--- config.mk ---
export PLATFORM = sky130hd
export DESIGN_NAME = booth_r4_seq_ctrl
export DESIGN_NICKNAME = d
export VERILOG_FILES = /design/src/rtl/booth_r4_seq_ctrl.sv
export SDC_FILE = /design/constraint.sdc
export NUM_CORES = 1
export LEC_CHECK = 0
export CAP_MARGIN = 10
export CORE_MARGIN = 3
export CORE_UTILIZATION = 60
export CTS_BUF_LIST = sky130_fd_sc_hd__clkbuf_4
export DETAILED_ROUTE_END_ITERATION = 8
export PLACE_DENSITY = 0.87
export SETUP_SLACK_MARGIN = 0.3
export SLEW_MARGIN = 20
export SYNTH_ARGS = -nofsm -noshare
export SYNTH_HDL_FRONTEND = slang
export SYNTH_SLANG_ARGS = --single-unit
--- constraint.sdc ---
create_clock -name clk -period 9.05 [get_ports clk]
set_input_delay 1.81 -clock clk [delete_from_list [all_inputs] [get_ports clk]]
set_output_delay 1.81 -clock clk [all_outputs]
set_load 0.02 [all_outputs]
--- src/rtl/booth_r4_seq_ctrl.sv ---
// Sequential radix-4 Booth multiplier controller.
// Walks the 17 overlapping 3-bit windows of the multiplier, one per cycle,
// hands each window to an external partial-product generator and accumulates
// the returned terms into a 66-bit sum. The 64-bit product is handed off with
// a valid/ready handshake. An operation in progress can be abandoned with abort.
module booth_r4_seq_ctrl #(
  parameter int NGRP = 17
) (
  input  logic        clk,
  input  logic        rst,
  input  logic        in_valid,
  output logic        in_ready,
  input  logic [31:0] mulcand,
  input  logic [31:0] mulplier,
  input  logic        sign,
  input  logic        abort,
  output logic [31:0] ppg_mulcand,
  output logic [2:0]  ppg_r4input,
  output logic        ppg_sign,
  input  logic [33:0] ppg_pp,
  output logic        out_valid,
  input  logic        out_ready,
  output logic [63:0] product
);

  localparam int GW = $clog2(NGRP + 1);

  typedef enum logic [1:0] {
    IDLE = 2'd0,
    CALC = 2'd1,
    DONE = 2'd2
  } state_t;

  state_t        state_q, state_d;
  logic [GW-1:0] grp_q, grp_d;
  logic [65:0]   acc_q, acc_d;
  logic [34:0]   mplr_q, mplr_d;      // window source {e,e,multiplier,0}
  logic [31:0]   mulcand_q, mulcand_d;
  logic          sign_q, sign_d;
  logic [63:0]   product_q, product_d;
  logic          in_ready_q, in_ready_d;
  logic          out_valid_q, out_valid_d;

  logic [2:0]    window;
  logic          term_x;
  logic [33:0]   term34;
  logic [65:0]   addend;
  logic [65:0]   shifted;
  logic [65:0]   acc_sum;
  logic          ext_bit;

  // Current Booth window; forced to 000 outside CALC so the generator idles at zero.
  always_comb begin
    window = 3'b000;
    if (state_q == CALC) begin
      window = mplr_q[{grp_q, 1'b0} +: 3];
    end
  end

  // Turn the generator result into a signed term: the top bit is the generator's
  // own sign for signed operands, otherwise the window's negate bit. The negate
  // bit is also the +1 that completes the generator's one's-complement negation.
  always_comb begin
    term_x  = sign_q ? ppg_pp[33] : window[2];
    term34  = {term_x, ppg_pp[32:0]};
    addend  = {{32{term34[33]}}, term34} + {65'd0, window[2]};
    shifted = addend << {grp_q, 1'b0};
    acc_sum = acc_q + shifted;
  end

  // Next-state and datapath decisions for the IDLE/CALC/DONE controller.
  always_comb begin
    state_d     = state_q;
    grp_d       = grp_q;
    acc_d       = acc_q;
    mplr_d      = mplr_q;
    mulcand_d   = mulcand_q;
    sign_d      = sign_q;
    product_d   = product_q;
    in_ready_d  = in_ready_q;
    out_valid_d = out_valid_q;
    ext_bit     = sign & mulplier[31];

    case (state_q)
      IDLE: begin
        if (in_valid) begin
          mulcand_d  = mulcand;
          sign_d     = sign;
          mplr_d     = {ext_bit, ext_bit, mulplier, 1'b0};
          grp_d      = '0;
          acc_d      = '0;
          state_d    = CALC;
          in_ready_d = 1'b0;
        end
      end

      CALC: begin
        if (abort) begin
          // Abandon the operation; the partial sum is discarded.
          state_d    = IDLE;
          grp_d      = '0;
          acc_d      = '0;
          in_ready_d = 1'b1;
        end else begin
          acc_d = acc_sum;
          grp_d = grp_q + GW'(1);
          if (grp_q == GW'(NGRP - 1)) begin
            state_d     = DONE;
            product_d   = acc_sum[63:0];
            out_valid_d = 1'b1;
            grp_d       = '0;
          end
        end
      end

      DONE: begin
        if (out_ready) begin
          state_d     = IDLE;
          out_valid_d = 1'b0;
          in_ready_d  = 1'b1;
        end
      end

      default: begin
        state_d     = IDLE;
        grp_d       = '0;
        acc_d       = '0;
        in_ready_d  = 1'b1;
        out_valid_d = 1'b0;
      end
    endcase
  end

  // State and output registers; reset returns everything to an idle, empty machine.
  always_ff @(posedge clk) begin
    if (rst) begin
      state_q     <= IDLE;
      grp_q       <= '0;
      acc_q       <= '0;
      mplr_q      <= '0;
      mulcand_q   <= '0;
      sign_q      <= 1'b0;
      product_q   <= '0;
      in_ready_q  <= 1'b1;
      out_valid_q <= 1'b0;
    end else begin
      state_q     <= state_d;
      grp_q       <= grp_d;
      acc_q       <= acc_d;
      mplr_q      <= mplr_d;
      mulcand_q   <= mulcand_d;
      sign_q      <= sign_d;
      product_q   <= product_d;
      in_ready_q  <= in_ready_d;
      out_valid_q <= out_valid_d;
    end
  end

  assign in_ready    = in_ready_q;
  assign out_valid   = out_valid_q;
  assign product     = product_q;
  assign ppg_mulcand = mulcand_q;
  assign ppg_sign    = sign_q;
  assign ppg_r4input = window;

endmodule

==> results.sh, run 1 <==
export IMPL_outcome="finished, final reports clean"
export IMPL_antenna_found_initial=1
export IMPL_syn_inst=1916
export IMPL_avgSynthCellArea_um2=7.476
export IMPL_grt_pass1_wl_um=83970
export IMPL_clk_pin_slew_ps=70
export IMPL_dpl_cell_count=2326
export IMPL_synth_main_ff_cell="dfxtp_1"
export IMPL_worstPathRequired_ps=9670
export IMPL_core_um2=23050
export IMPL_drtAntennaViolNets=0
export IMPL_post_cts_buffers=0
export IMPL_cp_max_fo=14
export IMPL_cts_htree_levels=2
export IMPL_final_nets=2240
export IMPL_hold_path_depth=2
export IMPL_hold_start="product[29]"
export IMPL_cts_tree="done"
export IMPL_final_cell_mix="nand2_1 (356), a21oi_1 (222), clkdlybuf4s50_1 (204)"
export IMPL_mostFrequentLayoutCell="nand2_1"
export IMPL_crit_path_end_kind="register"
export IMPL_p_int_uw=1524
export IMPL_hold_class="register to register"
export IMPL_max_slew_margin_pct=34.62
export IMPL_finalCritPeriodShare_pct=88.34
export IMPL_dieArea_um2=25760
export IMPL_startpoint="grp_q[2]"
export IMPL_seq_area_frac_synth_pct=28.37
export IMPL_p_sw_share_pct=33.62
export IMPL_drt_total_wl_um=53240
export IMPL_setup_slack_ps=1055
export IMPL_power_density_nw_per_um2=134.2
export IMPL_dr_wl_met3_um=5844
export IMPL_rsz0062_at_grt="no"
export IMPL_layoutNonFillerInstCount=2418
export IMPL_ys_types=83
export IMPL_gp_congestion=1.086
export IMPL_fill_cells=1672
export IMPL_fin_crit_ps=7995
export IMPL_startpoint_type="register"
export IMPL_clock_path_buffers=3
export IMPL_cts_buffers=52
export IMPL_avgViaCountPerCell=6.615
export IMPL_ioPinCount=206
export IMPL_cts_hold_buf=0
export IMPL_slew_violations=0
export IMPL_insertion_delay_ps=730
export IMPL_r2r_cells=23
export IMPL_wl_per_cell_um=22.02
export IMPL_grt_pass1_vias=15620
export IMPL_drc=0
export IMPL_grt_ovfl_total=0
export IMPL_wirelength_met1_um=21080
export IMPL_ys_warn_count=0
export IMPL_die_h_um=160.5
export IMPL_async_reset_ff_share_pct=0
export IMPL_setup_viol=0
export IMPL_regToRegEndpoint="product[61]"
export IMPL_num_vias=16000
export IMPL_fin_util_pct=74.21
export IMPL_initialDrtViolationCount=2193
export IMPL_clkPwrFrac_pct=35.4
export IMPL_syn_nets=2089
export IMPL_rows=55
export IMPL_netlist_area_um2=14320
export IMPL_synth_seq_cells=203
export IMPL_p_comb_share_pct=23.6
export IMPL_drive_gt1_share_pct=8.080
export IMPL_dp_hpwl_um=38160
export IMPL_fmax_ghz=0.1251
export IMPL_tightest_slew_ps=980.7
export IMPL_area_growth_syn_to_layout_pct=19.44
export IMPL_totalPowerFinal_uw=2296
export IMPL_synth_edf_count=0
export IMPL_io_buffers=205
export IMPL_fin_setup_tns_ps=0
export IMPL_grt_usage_pct=39.83
export IMPL_p_switching_uw=772.0
export IMPL_dr_pass1_iters=6
export IMPL_root_buffer="clkbuf_4"
export IMPL_finalHoldViolCount=0
export IMPL_power_leakage_uw=0.006913
export IMPL_cap_violations=0
export IMPL_min_to="product[29]"
export IMPL_cts_sinks=203
export IMPL_dp_worst_setup_slack_ps=974.0
export IMPL_r2r_start="grp_q[2]"
export IMPL_cp_arrival_ps=8610
export IMPL_initial_core_util_pct=62.13
export IMPL_die_w_um=160.5
export IMPL_top_layer="met4"
export IMPL_r2r_setup_slack_ps=1060
export IMPL_finClkSkew_ps=83.31
export IMPL_ir_drop_uv=125.5
export IMPL_criticalPathCategory="register to register"
export IMPL_wl_met2_um=23980
export IMPL_grt_max_degree=73
export IMPL_power_frac_seq_pct=40.9
-- cell type report --
class	count	area, µm²	share of cell area (%)
well taps	313	391.6	2.289
multi-input cells	1552	9673	56.54
inverters	34	127.6	0.7459
repair buffers	224	2192	12.81
clock inverters	18	107.6	0.6289
clock buffers	73	548.0	3.203
flip-flops and latches	203	4066	23.77
diodes	1	2.502	0.01463
-- metal layers --
layer | global-route usage [%] | vias to the layer above
met5 | 0 | -
met4 | 16.17 | 0
met3 | 10.27 | 217
met2 | 64.26 | 1083
met1 | 50.92 | 7439
li1 | - | 7256
-- worst max-delay path by stage --
stage                       end  slack, ps  depth (start not counted)
floorplan           product[61]       2390                         22
global placement    product[61]        990                         20
detailed placement  product[61]        970                         20
CTS                 product[61]       1090                         24
global route        product[45]        440                         27
finish              product[61]       1060                         23
-- power by group through the flow --
| stage | sequential, µW | clock [µW] | combinational [µW] |
|---|---|---|---|
| 5_1_grt | 942 | 861 | 580 |
| 6_report | 940 | 814 | 543 |
| 3_5_place_dp | 958 | 0 | 519 |
| 3_3_place_gp | 956 | 0 | 507 |
| 4_1_cts | 939 | 817 | 526 |
| 2_1_floorplan | 961 | 0 | 324 |
-- critical path, stage by stage (launching register included) --
cell	delay [ps]
dfxtp_1	500
nor3b_1	790
and3_1	350
nor2_1	70
nor2_1	280
ha_1	300
ha_1	240
and4_1	280
nand4_1	310
nor3_2	460
xnor2_1	110
a211o_1	360
mux4_2	510
mux2_2	280
o22ai_1	350
ha_1	390
a21oi_1	210
o21ai_0	160
or4_1	520
and4_1	240
a211o_1	330
a221o_1	340
a21o_1	220
o311ai_1	280
-- cell families after synthesis --
kind of cell / Yosys count / share of synthesized area, %
muxes: 78 / 6.883
adders and majority gates: 69 / 6.080
buffers and inverters: 161 / 4.315
xor gates and xnor gates: 91 / 5.564
and+or+nand+nor: 737 / 23.23
DFF: 203 / 28.37
AOI/OAI and AO/OA: 577 / 25.56
-- through the flow --
step	hold slack (ps)	area [µm²]
6_report	452.3	17110
5_1_grt	470.9	17110
4_1_cts	455.0	17100
3_5_place_dp	446.5	16450
3_3_place_gp	439.1	16450
2_1_floorplan	429.7	14320
-- synthesized netlist by cell type, drive strengths merged (11+ instances only) --
cell    number  area, µm²
nand2      356       1336
a21oi      223       1116
dfxtp      203       4064
nor2       172      645.6
clkbuf     101      379.1
o21ai       94      470.5
ha          68      850.8
xnor2       56      490.5
nand3       50      267.8
a21o        45      337.8
a22oi       42      315.3
mux2i       40      400.4
xor2        35      306.5
nand4       34      234.0
inv         32      120.1
nor3        32      165.2
buf         26      111.4
mux2        24      270.3
a22o        23      201.4
o211ai      19      142.6
a211oi      17      127.6
and2        17      106.4
nor4        16      148.9
and3        15      93.84
mux4        14      315.3
o21bai      13      97.59
a31oi       12      75.07
o22ai       11      68.82
-- state kept, by name, summed over array words and instances, names as in the netlist --
register / cells
ppg_mulcand: 32
grp_q: 5
ppg_sign: 1
mplr_q: 33
product: 64
acc_q: 64
out_valid: 1
in_ready: 1
state_q: 2
-- timing repair --
action                                  in CTS  in global routing
endpoints found under the setup margin       0                  1
endpoints found under the hold margin        0                  0
resized for setup                            0                  1
Note: power is estimated with default switching activity, not from simulation.
==> inputs of run 2 (changes only) <==
- GPL_TIMING_DRIVEN: unset -> 1
- REMOVE_ABC_BUFFERS: unset -> 1
==> run 2 against run 1 <==
- final area rose by 0.35%
- via count fell by 3.3%
- sequential share of layout area fell by 0.090 points
- largest cell class unchanged
==> results.sh, run 2 (synthesis results as in run 1) <==
export IMPL_crit_path_max_incr_delay_ps=590
export IMPL_ioPinCount=206
export IMPL_drt_total_wl_um=46640
export IMPL_fmax_ghz=0.1258
export IMPL_tightest_slew_ps=877.5
export IMPL_criticalPathCategory="register to register"
export IMPL_finalHoldViolCount=0
export IMPL_dieArea_um2=25760
export IMPL_grt_max_degree=80
export IMPL_core_um2=23050
export IMPL_ir_drop_uv=115.4
export IMPL_wl_per_cell_um=19.23
export IMPL_place_area_um2=16460
export IMPL_cts_buffers=53
export IMPL_fin_util_pct=74.47
export IMPL_die_w_um=160.5
export IMPL_fill_cells=1749
export IMPL_initial_core_util_pct=62.13
export IMPL_cts_htree_levels=2
export IMPL_slew_violations=0
export IMPL_cp_arrival_ps=8570
export IMPL_finClkSkew_ps=54.56
export IMPL_io_buffers=205
export IMPL_hold_path_depth=2
export IMPL_initialDrtViolationCount=1641
export IMPL_final_nets=2243
export IMPL_area_sequential_um2=4065
export IMPL_power_density_nw_per_um2=132.7
export IMPL_die_h_um=160.5
export IMPL_min_to="product[1]"
export IMPL_final_cell_mix="nand2_1 (356), a21oi_1 (222), clkdlybuf4s50_1 (204)"
export IMPL_crit_path_end_kind="register"
export IMPL_post_cts_resized=0
export IMPL_finalCritPeriodShare_pct=87.86
export IMPL_regToRegEndpoint="product[45]"
export IMPL_fin_setup_tns_ps=0
export IMPL_worstPathRequired_ps=9670
export IMPL_grt_pass1_wl_um=74730
export IMPL_cp_slowest_cell="nor4_2"
export IMPL_fin_crit_ps=7951
export IMPL_clock_path_buffers=3
export IMPL_design_area_um2=17170
export IMPL_insertion_delay_ps=720
export IMPL_num_vias=15470
export IMPL_r2r_cells=28
export IMPL_multi_input_area_um2=9686
export IMPL_max_slew_margin_pct=41.50
export IMPL_drive_gt1_share_pct=8.337
export IMPL_dp_hpwl_um=34660
export IMPL_gp_congestion=1.017
export IMPL_cts_hold_buf=0
export IMPL_root_buffer="clkbuf_4"
export IMPL_hold_start="product[1]"
export IMPL_mostFrequentLayoutCell="nand2_1"
export IMPL_grt_ovfl_total=0
export IMPL_r2r_start="grp_q[1]"
export IMPL_setup_viol=0
export IMPL_post_cts_buffers=0
export IMPL_power_leakage_uw=0.006937
export IMPL_r2r_setup_slack_ps=1100
export IMPL_antenna_found_initial=2
export IMPL_area_growth_syn_to_layout_pct=19.86
export IMPL_rows=55
export IMPL_grt_pass1_vias=14650
export IMPL_cp_max_fo=27
export IMPL_dr_pass1_iters=5
export IMPL_cts_tree="done"
export IMPL_rsz0062_at_grt="no"
export IMPL_cpMostUsedCell="nor2_1"
export IMPL_drtAntennaViolNets=0
export IMPL_hold_class="register to register"
export IMPL_startpoint_type="register"
export IMPL_drc=0
export IMPL_clk_pin_slew_ps=70
export IMPL_cap_violations=0
export IMPL_cts_sinks=203
export IMPL_grt_usage_pct=34.81
export IMPL_avgViaCountPerCell=6.378
export IMPL_outcome="finished, final reports clean"
==> run 2: through the flow <==
step                hold WS (ps)  power, µW  instances  worst slack [ps]
finish                     452.2       2278       2425              1099
global route               476.6       2383       2425             653.8
CTS                        454.7       2277       2424              1364
detailed placement         444.2       1467       2328             986.8
global placement           438.7       1458       2328              1035
floorplan                  427.1       1265       1789              1395
==> run 2: final cells by class <==
class | count | area share (%)
multi-input cells | 1552 | 56.41
flip-flops and latches | 203 | 23.68
repair buffers | 226 | 12.86
clock buffers | 76 | 3.323
well taps | 313 | 2.281
inverters | 34 | 0.7433
clock inverters | 20 | 0.6923
diodes | 1 | 0.01458
==> run 2: layer usage <==
layer | global-route usage (%) | share of wire (%) | vias to the layer above
met2 | 56.53 | 45 | 838
met1 | 43.87 | 40 | 7227
met3 | 9.492 | 11 | 153
li1 | - | - | 7246
met5 | 0 | 0.017 | -
met4 | 14.08 | 3.8 | 2
==> run 2: worst max-delay path by stage <==
stage	endpoint	start	slack (ps)
final	product[45]	grp_q[1]	1100
after global routing	product[43]	grp_q[1]	650
after CTS	product[45]	grp_q[1]	1360
after detailed placement	product[61]	ppg_pp[6]	990
after global placement	product[61]	ppg_pp[6]	1030
after floorplan	product[61]	grp_q[0]	1400
==> run 2: critical path, delay by kind of cell (launching register included) <==
| family | cells | cell delay, ps |
|---|---|---|
| flip-flops | 1 | 410 |
| XOR/XNOR | 2 | 320 |
| AO/OA/AOI/OAI | 10 | 2870 |
| adder cells (fa/ha/maj) | 3 | 1030 |
| AND/OR/NAND/NOR | 11 | 2760 |
| multiplexers | 1 | 180 |
| buffers and inverters | 1 | 300 |
==> run 2: where the power goes <==
| part | internal (µW) | switching, µW |
|---|---|---|
| clock network | 418 | 396 |
| logic | 204 | 321 |
| registers | 919 | 19.3 |
==> inputs of run 3 (changes only) <==
- CTS_BUF_LIST: sky130_fd_sc_hd__clkbuf_4 -> sky130_fd_sc_hd__clkbuf_4 sky130_fd_sc_hd__clkbuf_8
==> run 3 against run 2 <==
- cell count decreased by 1.4%
- clock power grew 25%
- wire length increased by 2.6%
- clock-buffer cell count decreased by 30
- critical path depth unchanged
- largest cell class unchanged
- highest routed layer is now met4
==> results.sh, run 3 (synthesis results as in run 1) <==
export IMPL_dieArea_um2=25760
export IMPL_power_leakage_uw=0.006968
export IMPL_hold_path_depth=2
export IMPL_grt_ovfl_total=0
export IMPL_max_slew_margin_pct=40.28
export IMPL_diodes=0
export IMPL_grt_max_degree=80
export IMPL_root_buffer="clkbuf_8"
export IMPL_clk_pin_slew_ps=70
export IMPL_wl_per_cell_um=20.02
export IMPL_r2r_setup_slack_ps=1120
export IMPL_outcome="finished, final reports clean"
export IMPL_regToRegEndpoint="product[45]"
export IMPL_worstPathRequired_ps=9480
export IMPL_fmax_ghz=0.1260
export IMPL_startpoint_type="register"
export IMPL_post_cts_buffers=0
export IMPL_drc=0
export IMPL_criticalPathCategory="register to register"
export IMPL_cts_hold_buf=0
export IMPL_rsz0062_at_grt="no"
export IMPL_io_buffers=205
export IMPL_cpMostUsedCell="nor2_1"
export IMPL_drt_total_wl_um=47860
export IMPL_min_to="product[33]"
export IMPL_final_nets=2225
export IMPL_grt_usage_pct=35.57
export IMPL_mostFrequentLayoutCell="nand2_1"
export IMPL_finalCritPeriodShare_pct=87.68
export IMPL_area_growth_syn_to_layout_pct=20.96
export IMPL_avgViaCountPerCell=6.419
export IMPL_slew_violations=0
export IMPL_cts_htree_levels=2
export IMPL_dp_worst_setup_slack_ps=986.8
export IMPL_antenna_found_initial=0
export IMPL_fin_setup_tns_ps=0
export IMPL_area_sequential_um2=4065
export IMPL_cts_tree="done"
export IMPL_clock_path_buffers=3
export IMPL_cts_sinks=203
export IMPL_crit_path_max_incr_delay_ps=570
export IMPL_hold_class="register to register"
export IMPL_multi_input_area_um2=9686
export IMPL_setup_viol=0
export IMPL_tightest_slew_ps=895.8
export IMPL_core_um2=23050
export IMPL_cp_max_fo=27
export IMPL_setup_slack_ps=1115
export IMPL_power_density_nw_per_um2=143.5
export IMPL_grt_pass1_wl_um=76000
export IMPL_finClkSkew_ps=30.76
export IMPL_cap_violations=0
export IMPL_fill_cells=1708
export IMPL_drtAntennaViolNets=0
export IMPL_die_w_um=160.5
export IMPL_initialDrtViolationCount=1634
export IMPL_dr_pass1_iters=6
export IMPL_fin_crit_ps=7935
export IMPL_dp_hpwl_um=34660
export IMPL_drive_gt1_share_pct=7.507
export IMPL_finalHoldViolCount=0
export IMPL_r2r_cells=28
export IMPL_post_cts_resized=0
export IMPL_grt_pass1_vias=14710
export IMPL_crit_path_end_kind="register"
export IMPL_ir_drop_uv=155.2
export IMPL_ioPinCount=206
export IMPL_gp_congestion=1.017
export IMPL_cts_buffers=35
export IMPL_cp_arrival_ps=8370
export IMPL_initial_core_util_pct=62.13
export IMPL_insertion_delay_ps=540
export IMPL_holdWs_ps=451.1
export IMPL_final_cell_mix="nand2_1 (356), a21oi_1 (222), clkdlybuf4s50_1 (204)"
export IMPL_rows=55
export IMPL_num_vias=15350
export IMPL_fin_util_pct=75.15
export IMPL_hold_start="product[33]"
export IMPL_cp_slowest_cell="nor4_2"
export IMPL_die_h_um=160.5
export IMPL_r2r_start="grp_q[1]"
run 3: cell type report:
type / count / share of cell area (%)
sequential: 203 / 23.46
clock inverter: 17 / 1.423
clock buffer: 46 / 3.474
timing repair buffer: 226 / 12.74
multi-input combinational: 1552 / 55.90
inverter: 34 / 0.7366
tap: 313 / 2.260
run 3: layer usage:
layer  global-route usage [%]  up-vias  wire (µm)
li1                         -     7193          -
met1                    45.58     7169      19290
met2                    58.21      828      21850
met3                    7.686      157       4684
met4                    14.67        0       2038
met5                        0        -          0
run 3: critical path: cells and delay by family, from the launching register on:
kind,cells,cell delay (ps)
compound gates,10,2920
simple gates,11,2650
xor+xnor,2,310
fa+ha+maj,3,1030
mux,1,180
flops,1,410
buf+inv,1,300
run 3: per-stage QoR:
step                power, µW  area [µm²]  std cells
floorplan                1265       13830       1789
global placement         1458       16460       2328
detailed placement       1467       16460       2328
CTS                      2478       17310       2391
global route             2572       17330       2391
finish                   2486       17330       2391
run 3: power breakdown:
| part | total [µW] | leakage, µW | internal [µW] | switching, µW |
|---|---|---|---|---|
| registers | 939 | 0.00165 | 919 | 20.0 |
| clock network | 1020 | 0.000435 | 611 | 407 |
| logic | 528 | 0.00488 | 204 | 324 |
run 3: how the worst max path moves through the flow:
stage	end	cells after the start	slack (ps)	start
6_report	product[45]	28	1120	grp_q[1]
2_1_floorplan	product[61]	24	1400	grp_q[0]
3_3_place_gp	product[61]	19	1030	ppg_pp[6]
3_5_place_dp	product[61]	19	990	ppg_pp[6]
5_1_grt	product[43]	28	600	grp_q[1]
4_1_cts	product[45]	28	1320	grp_q[1]
